<file path="config.mk">
export PLATFORM = sky130hd
export DESIGN_NAME = snake_dir_ctrl_flat
export DESIGN_NICKNAME = d
export VERILOG_FILES = /design/src/rtl/snake_dir_ctrl_if.sv /design/src/rtl/snake_dir_ctrl.sv /design/src/flat_wrapper.sv
export SDC_FILE = /design/constraint.sdc
export NUM_CORES = 1
export LEC_CHECK = 0
export ABC_AREA = 1
export BUFFER_PORTS_ARGS = -buffer_cell sky130_fd_sc_hd__buf_2
export CORE_MARGIN = 10
export CORE_UTILIZATION = 55
export DETAILED_ROUTE_END_ITERATION = 8
export PLACE_DENSITY = 0.74
export SYNTH_ARGS = -nofsm -noshare
export SYNTH_HDL_FRONTEND = slang
export SYNTH_SLANG_ARGS = --single-unit
</file>
<file path="constraint.sdc">
create_clock -name clk_i -period 1.75 [get_ports clk_i]
set_input_delay 0.35 -clock clk_i [delete_from_list [all_inputs] [get_ports clk_i]]
set_output_delay 0.35 -clock clk_i [all_outputs]
set_load 0.05 [all_outputs]
</file>
<file path="src/rtl/snake_dir_ctrl_if.sv">
// Pushbutton and direction bus between the board/game core and snake_dir_ctrl.
// The master side drives the raw keys, enable and step; the slave side
// (snake_dir_ctrl) returns the committed direction and status pulses.
interface snake_dir_ctrl_if;
    logic [3:0] key_ni;
    logic       enable_i;
    logic       step_i;
    logic [1:0] dir_o;
    logic       pend_valid_o;
    logic [3:0] key_press_o;
    logic       reject_o;

    modport master (
        output key_ni,
        output enable_i,
        output step_i,
        input  dir_o,
        input  pend_valid_o,
        input  key_press_o,
        input  reject_o
    );

    modport slave (
        input  key_ni,
        input  enable_i,
        input  step_i,
        output dir_o,
        output pend_valid_o,
        output key_press_o,
        output reject_o
    );
endinterface

</file>
<file path="src/rtl/snake_dir_ctrl.sv">
// Snake direction front-end: synchronises and debounces the four active-low
// pushbuttons, turns debounced presses into a buffered direction change and
// commits it to dir_o on the game-step tick, refusing same-direction and
// 180-degree reversal requests.
module snake_dir_ctrl #(
    parameter int DEBOUNCE_CYCLES = 500000,
    parameter int CNT_W           = 20
) (
    input  logic           clk_i,
    input  logic           reset_i,
    snake_dir_ctrl_if.slave bus
);

    localparam logic [1:0] DIR_UP    = 2'b00;
    localparam logic [1:0] DIR_RIGHT = 2'b01;
    localparam logic [1:0] DIR_DOWN  = 2'b10;
    localparam logic [1:0] DIR_LEFT  = 2'b11;
    localparam logic [CNT_W-1:0] CNT_LAST = CNT_W'(DEBOUNCE_CYCLES - 1);

    logic [3:0]       sync1;
    logic [3:0]       sync2;
    logic [3:0]       st;
    logic [3:0]       st_prev;
    logic [CNT_W-1:0] cnt [4];
    logic [3:0]       fall;

    logic [1:0] cur_dir;
    logic [1:0] pend_dir;
    logic       pend_valid;
    logic [3:0] key_press;
    logic       reject;

    logic       cand_valid;
    logic [1:0] cand_dir;
    logic       commit;
    logic [1:0] eff_dir;
    logic [1:0] cur_dir_next;
    logic [1:0] pend_dir_next;
    logic       pend_valid_next;
    logic       reject_next;

    // Two-flop synchroniser per key, then a per-key stability counter that
    // only moves the accepted level after DEBOUNCE_CYCLES consecutive differing samples.
    always_ff @(posedge clk_i) begin
        if (!reset_i) begin
            sync1   <= 4'hF;
            sync2   <= 4'hF;
            st      <= 4'hF;
            st_prev <= 4'hF;
            for (int k = 0; k < 4; k++) begin
                cnt[k] <= '0;
            end
        end else begin
            sync1   <= bus.key_ni;
            sync2   <= sync1;
            st_prev <= st;
            for (int k = 0; k < 4; k++) begin
                if (sync2[k] != st[k]) begin
                    if (cnt[k] == CNT_LAST) begin
                        st[k]  <= sync2[k];
                        cnt[k] <= '0;
                    end else begin
                        cnt[k] <= cnt[k] + CNT_W'(1);
                    end
                end else begin
                    cnt[k] <= '0;
                end
            end
        end
    end

    // A press is a released-to-pressed transition of the debounced level.
    assign fall = st_prev & ~st;

    // Pick one candidate by fixed priority, then apply step commit and the
    // accept/reject rule against the direction that will be in force after this step.
    always_comb begin
        cand_valid      = |fall;
        cand_dir        = DIR_RIGHT;
        commit          = bus.step_i & pend_valid & bus.enable_i;
        eff_dir         = cur_dir;
        cur_dir_next    = cur_dir;
        pend_dir_next   = pend_dir;
        pend_valid_next = pend_valid;
        reject_next     = 1'b0;

        if (fall[0]) begin
            cand_dir = DIR_RIGHT;
        end else if (fall[1]) begin
            cand_dir = DIR_DOWN;
        end else if (fall[2]) begin
            cand_dir = DIR_UP;
        end else if (fall[3]) begin
            cand_dir = DIR_LEFT;
        end

        if (commit) begin
            eff_dir = pend_dir;
        end

        if (!bus.enable_i) begin
            pend_valid_next = 1'b0;
        end else begin
            if (commit) begin
                cur_dir_next    = pend_dir;
                pend_valid_next = 1'b0;
            end
            if (cand_valid) begin
                if ((cand_dir != eff_dir) && (cand_dir != (eff_dir ^ 2'b10))) begin
                    pend_dir_next   = cand_dir;
                    pend_valid_next = 1'b1;
                end else begin
                    reject_next = 1'b1;
                end
            end
        end
    end

    // Register direction state and the one-cycle status pulses together so
    // key_press, pend_valid and reject all appear on the same cycle.
    always_ff @(posedge clk_i) begin
        if (!reset_i) begin
            cur_dir    <= DIR_RIGHT;
            pend_dir   <= DIR_RIGHT;
            pend_valid <= 1'b0;
            key_press  <= 4'h0;
            reject     <= 1'b0;
        end else begin
            cur_dir    <= cur_dir_next;
            pend_dir   <= pend_dir_next;
            pend_valid <= pend_valid_next;
            key_press  <= fall;
            reject     <= reject_next;
        end
    end

    assign bus.dir_o        = cur_dir;
    assign bus.pend_valid_o = pend_valid;
    assign bus.key_press_o  = key_press;
    assign bus.reject_o     = reject;

endmodule

</file>
<file path="src/flat_wrapper.sv">
// flat-port wrapper written by rule: the top's interface ports become plain ports
module snake_dir_ctrl_flat 
#(
    parameter int DEBOUNCE_CYCLES = 500000,
    parameter int CNT_W           = 20
)
  (clk_i, reset_i, bus_key_ni, bus_enable_i, bus_step_i, bus_dir_o, bus_pend_valid_o, bus_key_press_o, bus_reject_o);
  snake_dir_ctrl_if bus_i ();
  input  logic clk_i;
  input  logic reset_i;
  input wire logic [$bits(bus_i.key_ni)-1:0] bus_key_ni;
  input wire logic [$bits(bus_i.enable_i)-1:0] bus_enable_i;
  input wire logic [$bits(bus_i.step_i)-1:0] bus_step_i;
  output wire logic [$bits(bus_i.dir_o)-1:0] bus_dir_o;
  output wire logic [$bits(bus_i.pend_valid_o)-1:0] bus_pend_valid_o;
  output wire logic [$bits(bus_i.key_press_o)-1:0] bus_key_press_o;
  output wire logic [$bits(bus_i.reject_o)-1:0] bus_reject_o;
  assign bus_i.key_ni = bus_key_ni;
  assign bus_i.enable_i = bus_enable_i;
  assign bus_i.step_i = bus_step_i;
  assign bus_dir_o = bus_i.dir_o;
  assign bus_pend_valid_o = bus_i.pend_valid_o;
  assign bus_key_press_o = bus_i.key_press_o;
  assign bus_reject_o = bus_i.reject_o;
  snake_dir_ctrl #(.DEBOUNCE_CYCLES(DEBOUNCE_CYCLES), .CNT_W(CNT_W)) u_core (.clk_i(clk_i), .reset_i(reset_i), .bus(bus_i));
endmodule
</file>
* Yosys cells after proc, flatten, opt, wreduce, memory -nomap -nowiden *
Memories as Yosys holds them, arrays and structs flattened.
Cells that the tools add are included.

word-level totals
  flip-flop bits (word level) = 26
  memory bits (writable) = 80
  memories kept = 1
  logic and storage cells = 119

cells by class
  reductions and logical operators = 9
  muxes and demuxes = 66
  add/subtract/negate cells = 4
  equal/unequal tests = 10
  bitwise gates (word level) = 17

memories
  name        words  bits a word  rd ports  clocked after Yosys merged registers in  write ports  RTL line              source
  u_core.cnt  4      20           4         0                                        4            snake_dir_ctrl.sv:24  logic [CNT_W-1:0] cnt [4];

operator list
  cell                                             number
  2-to-1 mux 20 bit                                12
  adder 20 x 1 -> 20 bit, second input constant    4
  == test 20 x 19 -> 1 bit, second input constant  4
  2-to-1 mux 1 bit                                 49
  OR 1 bit                                         12
  2-to-1 mux 2 bit                                 5
  AND reduction 2 bit                              5
  AND reduction 3 bit                              2
  AND 4 bit                                        1
  inequality test 1 bit                            4
  inequality test 2 bit                            2
  inverter 4 bit                                   1
  OR reduction 4 bit                               1
  AND 1 bit                                        2
  logical AND 1 bit                                1
  inverter 1 bit                                   1

* Logic depth before layout (Yosys ltp) *
Gate-level depths: netlist of run 1.

  word-level depth = 10
  mapped depth = 10

* Least setup slack after synthesis of run 1 *
No wires, ideal clock.

  path type = register -> register
  from = memory u_core.cnt[3][0]
  to = memory u_core.cnt[3][13], data pin
  data arrival time = 1.336 ns
  slack = 0.160 ns
  path buffers = 1
  data required time = 1.496 ns
  stages on the path, launching flop included = 8
  clock period less this slack = 1.590 ns
  path through = edfxtp_1 -> ha_1 -> nand3_2 -> nor2_1 -> nand3_1 -> nand2_2 -> buf_6 -> nor2_1

RTL lines
  item                RTL line
  start: declaration  snake_dir_ctrl.sv:24

==> results.md, run 1 <==
* Vias in the first global route at around 4800
* Crit share post-route at 93.1%
* Int Power at 0.00357 W
* HP Start: bus_key_ni[3]
* Clock slew at reported path FFs at around 100 ps
* Die area at around 15000 sq um
* Area leader, netlist: edfxtp_1
* Die outline width at 124 um
* Vias/cell at slightly above 5
* TritonCTS clock tree: yes
* Final period demand of the worst path at between 1500 and 2000 ps
* Sequential cell area at 2920 sq um
* Post-Layout Cell Count at ~970
* Launching point of the worst reg2reg path: u_core.cnt[2][5]
* Adder-cell share of the synthesized area at less than 1%
* Grt met2 use at roughly 27%
* Clock Latency Late Sink at 370 ps
* P_sw at about 0.0011 W
* Initial cell density of the core at 56.8%
* Crit start category: flip-flop
* R2R depth at 6
* Synth warn at 0
* Yosys cell types at 37
* Post-synthesis mux area share at 0%
* Post-layout util at roughly two thirds
* Final Total Pwr at around 0.0047 W
* Clk pwr share at between 30% and 40%
* Remaining DRCs at 0
* DRT iter0 DRCs at a little under 400
* Share of the synthesized area in the top cell type at about two fifths
* Final Max Slew Viols at 0
* MaxCap Viol Count at 0
* Worst stage delay on the critical path at between 400 and 500 ps
* Count of hold-fix buffers inserted at cts at 0
* Hold WC Path Type: primary input to flip-flop
* Lkg Pwr at between 2 and 3 nW
* Buf/Inv on CP at 1
* GRT Total Usage at around 16%
* CP max stage cell: edfxtp_1
* Fillers at roughly 900
* IO Pins at 16
* Area of the multi-input gates at between 2000 and 3000 sq um
* Final setup fails at 0
* Total gr overflow at 0
* Crit-path cells: or2_2 > nor2_2 > nand4_4 > nand2_4 > buf_12 > a21oi_1
* XOR/XNOR Fraction of Synth Area at under 10%
* WS Path Type: flip-flop to flip-flop
* Die height at 124 um
* DP Cell Count at approximately 950
* Highest net fanout along the worst path at 9
* Clk_skew at just under 8 ps
* Avg WL per Cell at 12.3 um
* Critical Path RT at between 1500 and 2000 ps
* Critical Path Sink Type: flip-flop
* Antenna diodes at 0
* Max Clock Freq at between 0.6 and 0.7 GHz
* DRT Wirelength at around 12 mm
* CP top delay family: simple AND/OR/NAND/NOR gates
* GR Util met3 at between 2 and 3%
* Sw Ratio at between 20% and 30%
* I/O Buffers at 15
* Maximum VDD drop at around 0.00041 V
* Cts bufs inserted at 9
* First-pass GRT wire length at slightly above 20 mm
* Post-synthesis area per instance at just over 8 sq um
* Area Growth Syn to Fin at 15.5%
* Core footprint at around 10000 sq um
* Number of vias in the routed layout at about 4900
* Flop-to-flop setup slack at about 120 ps
* Busiest grt layer: met2
* DP HPWL at 9.15 mm
* Largest cells by area after synthesis: edfxtp_1 41%, nand2_1 10%, dfxtp_1 8.8%
* Max Root-Sink Buffers at 2
* Fin nets at around 840
* Root Driver: clkbuf_8
* Worst Setup SP: u_core.cnt[2][5]
* Hold slack at around 160 ps
* PwrDens at between 600 and 700 nW/um^2
* Largest family of logic cells by synthesized area: simple AND/OR/NAND/NOR gates
* WHS Path Cells at 2
* Max H-tree Level at 3
* Outcome: completed
* Initial antenna violation count at 0
* Row Count at 37
* Share of layout cells above drive strength 1 at between 10 and 15%
* Final Hold Viols at 0
* Drt pass-1 iters at 5
* Critical Path AT at around 1800 ps
* Synthesized area at slightly below 6000 sq um
* Gpl congestion at just over 0.9
* Register share of total power at roughly three fifths
* Reg-to-Reg End: u_core.cnt[2][3]
* Register area share after synthesis at 49.4%
* Power share of the combinational group at about 6.0%
* Post-Synth Simple-Gate Area at roughly a third
* Seq cells post-synth at around 110
* Largest net degree at the start of global routing at 21
* Area fraction in compound gates after synthesis at 4.70%
* Syn Inst Count at roughly 710
* Worst Hold Endpoint: u_core.sync1[3]
* Clk sinks at 106
* Antenna Nets Post-Route at 0
* Met1 GRT Util at around a fifth
==> cell families (layout without fill, tap and decap cells) <==
logic type / after synthesis / count (layout)
AO/OA/AOI/OAI: 54 / 54
XOR/XNOR: 29 / 29
buffers and inverters: 98 / 142
flip-flops: 106 / 106
AND/OR/NAND/NOR: 421 / 422
other: 1 / 80
adder cells (fa/ha/maj): 4 / 4
==> synthesized netlist by cell type, drive strengths merged <==
cell type  number
inv            89
or2            11
dfxtp          26
nand4          35
xnor2           5
nand3b          6
nand3          41
a21oi          39
o21ai          13
nand2         175
nor2          113
xor2           24
nor3b           4
edfxtp         80
conb            1
clkbuf          2
buf             7
ha              4
nor3           36
a31oi           1
o21bai          1
==> power by group through the flow <==
stage / registers (W) / clock network, W / logic [W]
finish: 0.00287 / 0.00151 / 0.000279
floorplan: 0.00290 / 0 / 0.000199
detailed placement: 0.00292 / 0 / 0.000263
global placement: 0.00292 / 0 / 0.000256
CTS: 0.00287 / 0.00155 / 0.000265
global route: 0.00288 / 0.00165 / 0.000325
==> metal layers <==
metal | vias up | routed length [um]
li1 | 2525 | -
met1 | 2263 | 5520
met2 | 104 | 5770
met3 | 22 | 475
met4 | 0 | 239
met5 | - | 0
==> flip-flops by register name, indices dropped and copies added (netlist names), named ones only <==
name / flops
u_core.pend_dir: 2
u_core.bus.key_press_o: 4
u_core.cnt: 80
u_core.st: 4
u_core.bus.pend_valid_o: 1
u_core.bus.reject_o: 1
u_core.bus.dir_o: 1
u_core.sync2: 4
u_core.st_prev: 4
u_core.sync1: 4
==> area by class of cell <==
| type | instances | area share [%] |
|---|---|---|
| clock buffers | 15 | 2.75 |
| clock inverters | 1 | 0.0916 |
| inverters | 89 | 4.89 |
| multi-input cells | 589 | 42.9 |
| flip-flops and latches | 106 | 42.8 |
| well taps | 136 | 2.49 |
| repair buffers | 37 | 4.07 |
==> what timing repair did <==
action,4_1_cts,5_1_grt
setup endpoints to repair,0,37
buffers inserted,0,5
resized for setup,0,10
==> cells in the final DEF, fill, tap and decap left out, types with 9 or more instances in the layout <==
| cell type | Yosys | routed |
|---|---|---|
| a21oi_1 | 38 | 38 |
| buf_2 | 1 | 15 |
| buf_4 | 4 | 19 |
| clkbuf_8 | 0 | 11 |
| conb_1 | 1 | 80 |
| dfxtp_1 | 26 | 26 |
| edfxtp_1 | 80 | 80 |
| inv_1 | 81 | 80 |
| inv_2 | 8 | 9 |
| nand2_1 | 163 | 162 |
| nand2_2 | 11 | 13 |
| nand3_1 | 38 | 38 |
| nand4_1 | 34 | 34 |
| nor2_1 | 101 | 98 |
| nor2_2 | 7 | 10 |
| nor3_1 | 28 | 25 |
| o21ai_0 | 11 | 11 |
| or2_2 | 10 | 10 |
| xor2_1 | 24 | 24 |
==> how the worst max path moves through the flow <==
stage / to / slack, ps / cells past startpoint
3_5_place_dp: u_core.cnt[2][15] / 40 / 7
4_1_cts: u_core.cnt[2][13] / 10 / 7
5_1_grt: u_core.cnt[1][16] / -8 / 9
2_1_floorplan: u_core.cnt[3][13] / 160 / 7
6_report: u_core.cnt[2][3] / 120 / 6
3_3_place_gp: u_core.cnt[2][15] / 130 / 7
==> through the flow <==
step                      instance area, sq um  setup WS (ps)  setup TNS (ps)
after CTS                                 6750           10.0               0
after global placement                    6560            130               0
after detailed placement                  6560           40.1               0
after global routing                      6830          -7.81           -7.81
final                                     6830            120               0
after floorplan                           6210            160               0
Note: power is estimated with default switching activity, not from simulation.
==> run 2, diff against run 1 <==
Settings changed: PLACE_DENSITY 0.74 to 0.72.
==> results.md, run 2 (same netlist as run 1, synthesis figures left out) <==
* Highest net fanout along the worst path at 5
* Biggest register: u_core.cnt
* Antenna diodes at 0
* Max reg flops at 80
* Final period demand of the worst path at about 1700 ps
* Root Driver: clkbuf_8
* CP max stage cell: edfxtp_1
* GRT Total Usage at roughly 16%
* Die height at ~120 um
* WS Path Type: flip-flop to flip-flop
* CP top delay family: simple AND/OR/NAND/NOR gates
* Clk sinks at around 110
* Cts bufs inserted at 9
* Lkg Pwr at 2.88 nW
* Final Total Pwr at about 0.0047 W
* Reg-to-Reg End: u_core.cnt[1][18]
* Vias/cell at 5.02
* Largest net degree at the start of global routing at 20
* R2R depth at 10
* Critical Path Sink Type: flip-flop
* Remaining DRCs at 0
* Final setup fails at 0
* Count of hold-fix buffers inserted at cts at 0
* First-pass GRT wire length at 20.0 mm
* RSZ-0062 raised after global routing: yes
* Hold WC Path Type: primary input to flip-flop
* Antenna Nets Post-Route at 0
* Buf/Inv on CP at 1
* Flop-to-flop setup slack at 100 ps
* Most common cell after layout, fill and taps aside: nand2_1
* Worst Hold Endpoint: u_core.sync1[0]
* Crit share post-route at between 90 and 100%
* Initial antenna violation count at 0
* Max Clock Freq at just over 0.6 GHz
* Max H-tree Level at 3
* Core footprint at approximately 10000 sq um
* Clk_skew at 12.9 ps
* Most frequent cells in the layout: 163 x nand2_1, 98 x nor2_1, 80 x edfxtp_1, 80 x conb_1, 79 x inv_1
* Clock Latency Late Sink at about 380 ps
* Area after DPL at 6550 sq um
* Avg WL per Cell at approximately 12 um
* DP HPWL at slightly below 9 mm
* HP Start: bus_key_ni[0]
* DRT Wirelength at 12.0 mm
* TritonCTS clock tree: yes
* IO Pins at 16
* Area Growth Syn to Fin at 17.7%
* Crit start category: flip-flop
* Drt pass-1 iters at 7
* Row Count at 37
* DRT iter0 DRCs at roughly 370
* PwrDens at roughly 680 nW/um^2
* Post-layout instance area at about 7000 sq um
* Gpl congestion at 0.936
* Final Max Slew Viols at 0
* Fin nets at about 850
* Initial cell density of the core at 56.8%
* Max Root-Sink Buffers at 2
* Critical Path RT at approximately 1900 ps
* WHS Path Cells at 2
* MaxCap Viol Count at 0
* Launching point of the worst reg2reg path: u_core.cnt[1][1]
* Final Hold Viols at 0
* Share of layout cells above drive strength 1 at 15.6%
* Worst stage delay on the critical path at 370 ps
* Die outline width at between 100 and 150 um
* Outcome: completed
* Worst path depth at 10
* Vias in the first global route at between 4000 and 5000
* Number of vias in the routed layout at around 4900
* I/O Buffers at 15
* Maximum VDD drop at 0.000455 V
* Crit-path cells: ha_2 > nand2_2 > nor2_4 > inv_2 > nor2_4 > nand3b_4 > nor2_2 > nand2_1 > nand2_1 > nor2_1
* Clock slew at reported path FFs at approximately 100 ps
* Critical Path AT at 1790 ps
* Total gr overflow at 0
* Die area at roughly 15000 sq um
[run 2: changes by cell type in the layout (fill, tap and decap cells not counted), sizes merged]
cell	before	now
buf	37	45
bufinv	0	1
clkbuf	15	12
clkinv	0	3
[run 2: routing by layer]
metal,wire length [um],track usage (%),up-vias
li1,-,-,2541
met1,5650,21.1,2265
met2,5650,25.2,106
met3,544,3.21,14
met4,198,6.33,0
met5,0,0,-
[run 2: cell type report]
class / count / area [sq um]
inverters: 89 / 334
multi-input cells: 589 / 2990
clock buffers: 11 / 141
repair buffers: 46 / 358
fillers: 877 / 3450
well taps: 136 / 170
clock inverters: 5 / 53.8
flip-flops and latches: 106 / 2920
[run 2: stage by stage]
stage          instances  hold slack [ps]  utilization [%]  setup WS [ps]  setup TNS, ps
3_5_place_dp         951              402             62.8           99.6              0
2_1_floorplan        792              392                -            160              0
4_1_cts              967              138             64.7           63.1              0
5_1_grt              982              147             66.9          -25.9          -25.9
3_3_place_gp         951              397             62.8            139              0
6_report             982              155             66.9           96.2              0
[run 2: repair_timing]
item,in CTS,in global routing
setup endpoints to repair,0,75
setup buffers,0,11
gates resized for setup,0,24
[run 2: worst max path at each step]
stage,slack [ps],end,from
finish,100,u_core.cnt[1][18],u_core.cnt[1][1]
global route,-30,u_core.cnt[1][18],u_core.cnt[1][1]
CTS,60,u_core.cnt[1][7],u_core.cnt[1][1]
detailed placement,100,u_core.cnt[3][16],u_core.cnt[3][1]
global placement,140,u_core.cnt[2][3],u_core.cnt[2][15]
floorplan,160,u_core.cnt[3][13],u_core.cnt[3][0]
[run 2: where the power goes]
part	switching, W	internal [W]
Sequential	0.0000795	0.00279
Clock	0.000850	0.000699
Combinational	0.000190	0.000102
Total	0.00112	0.00359
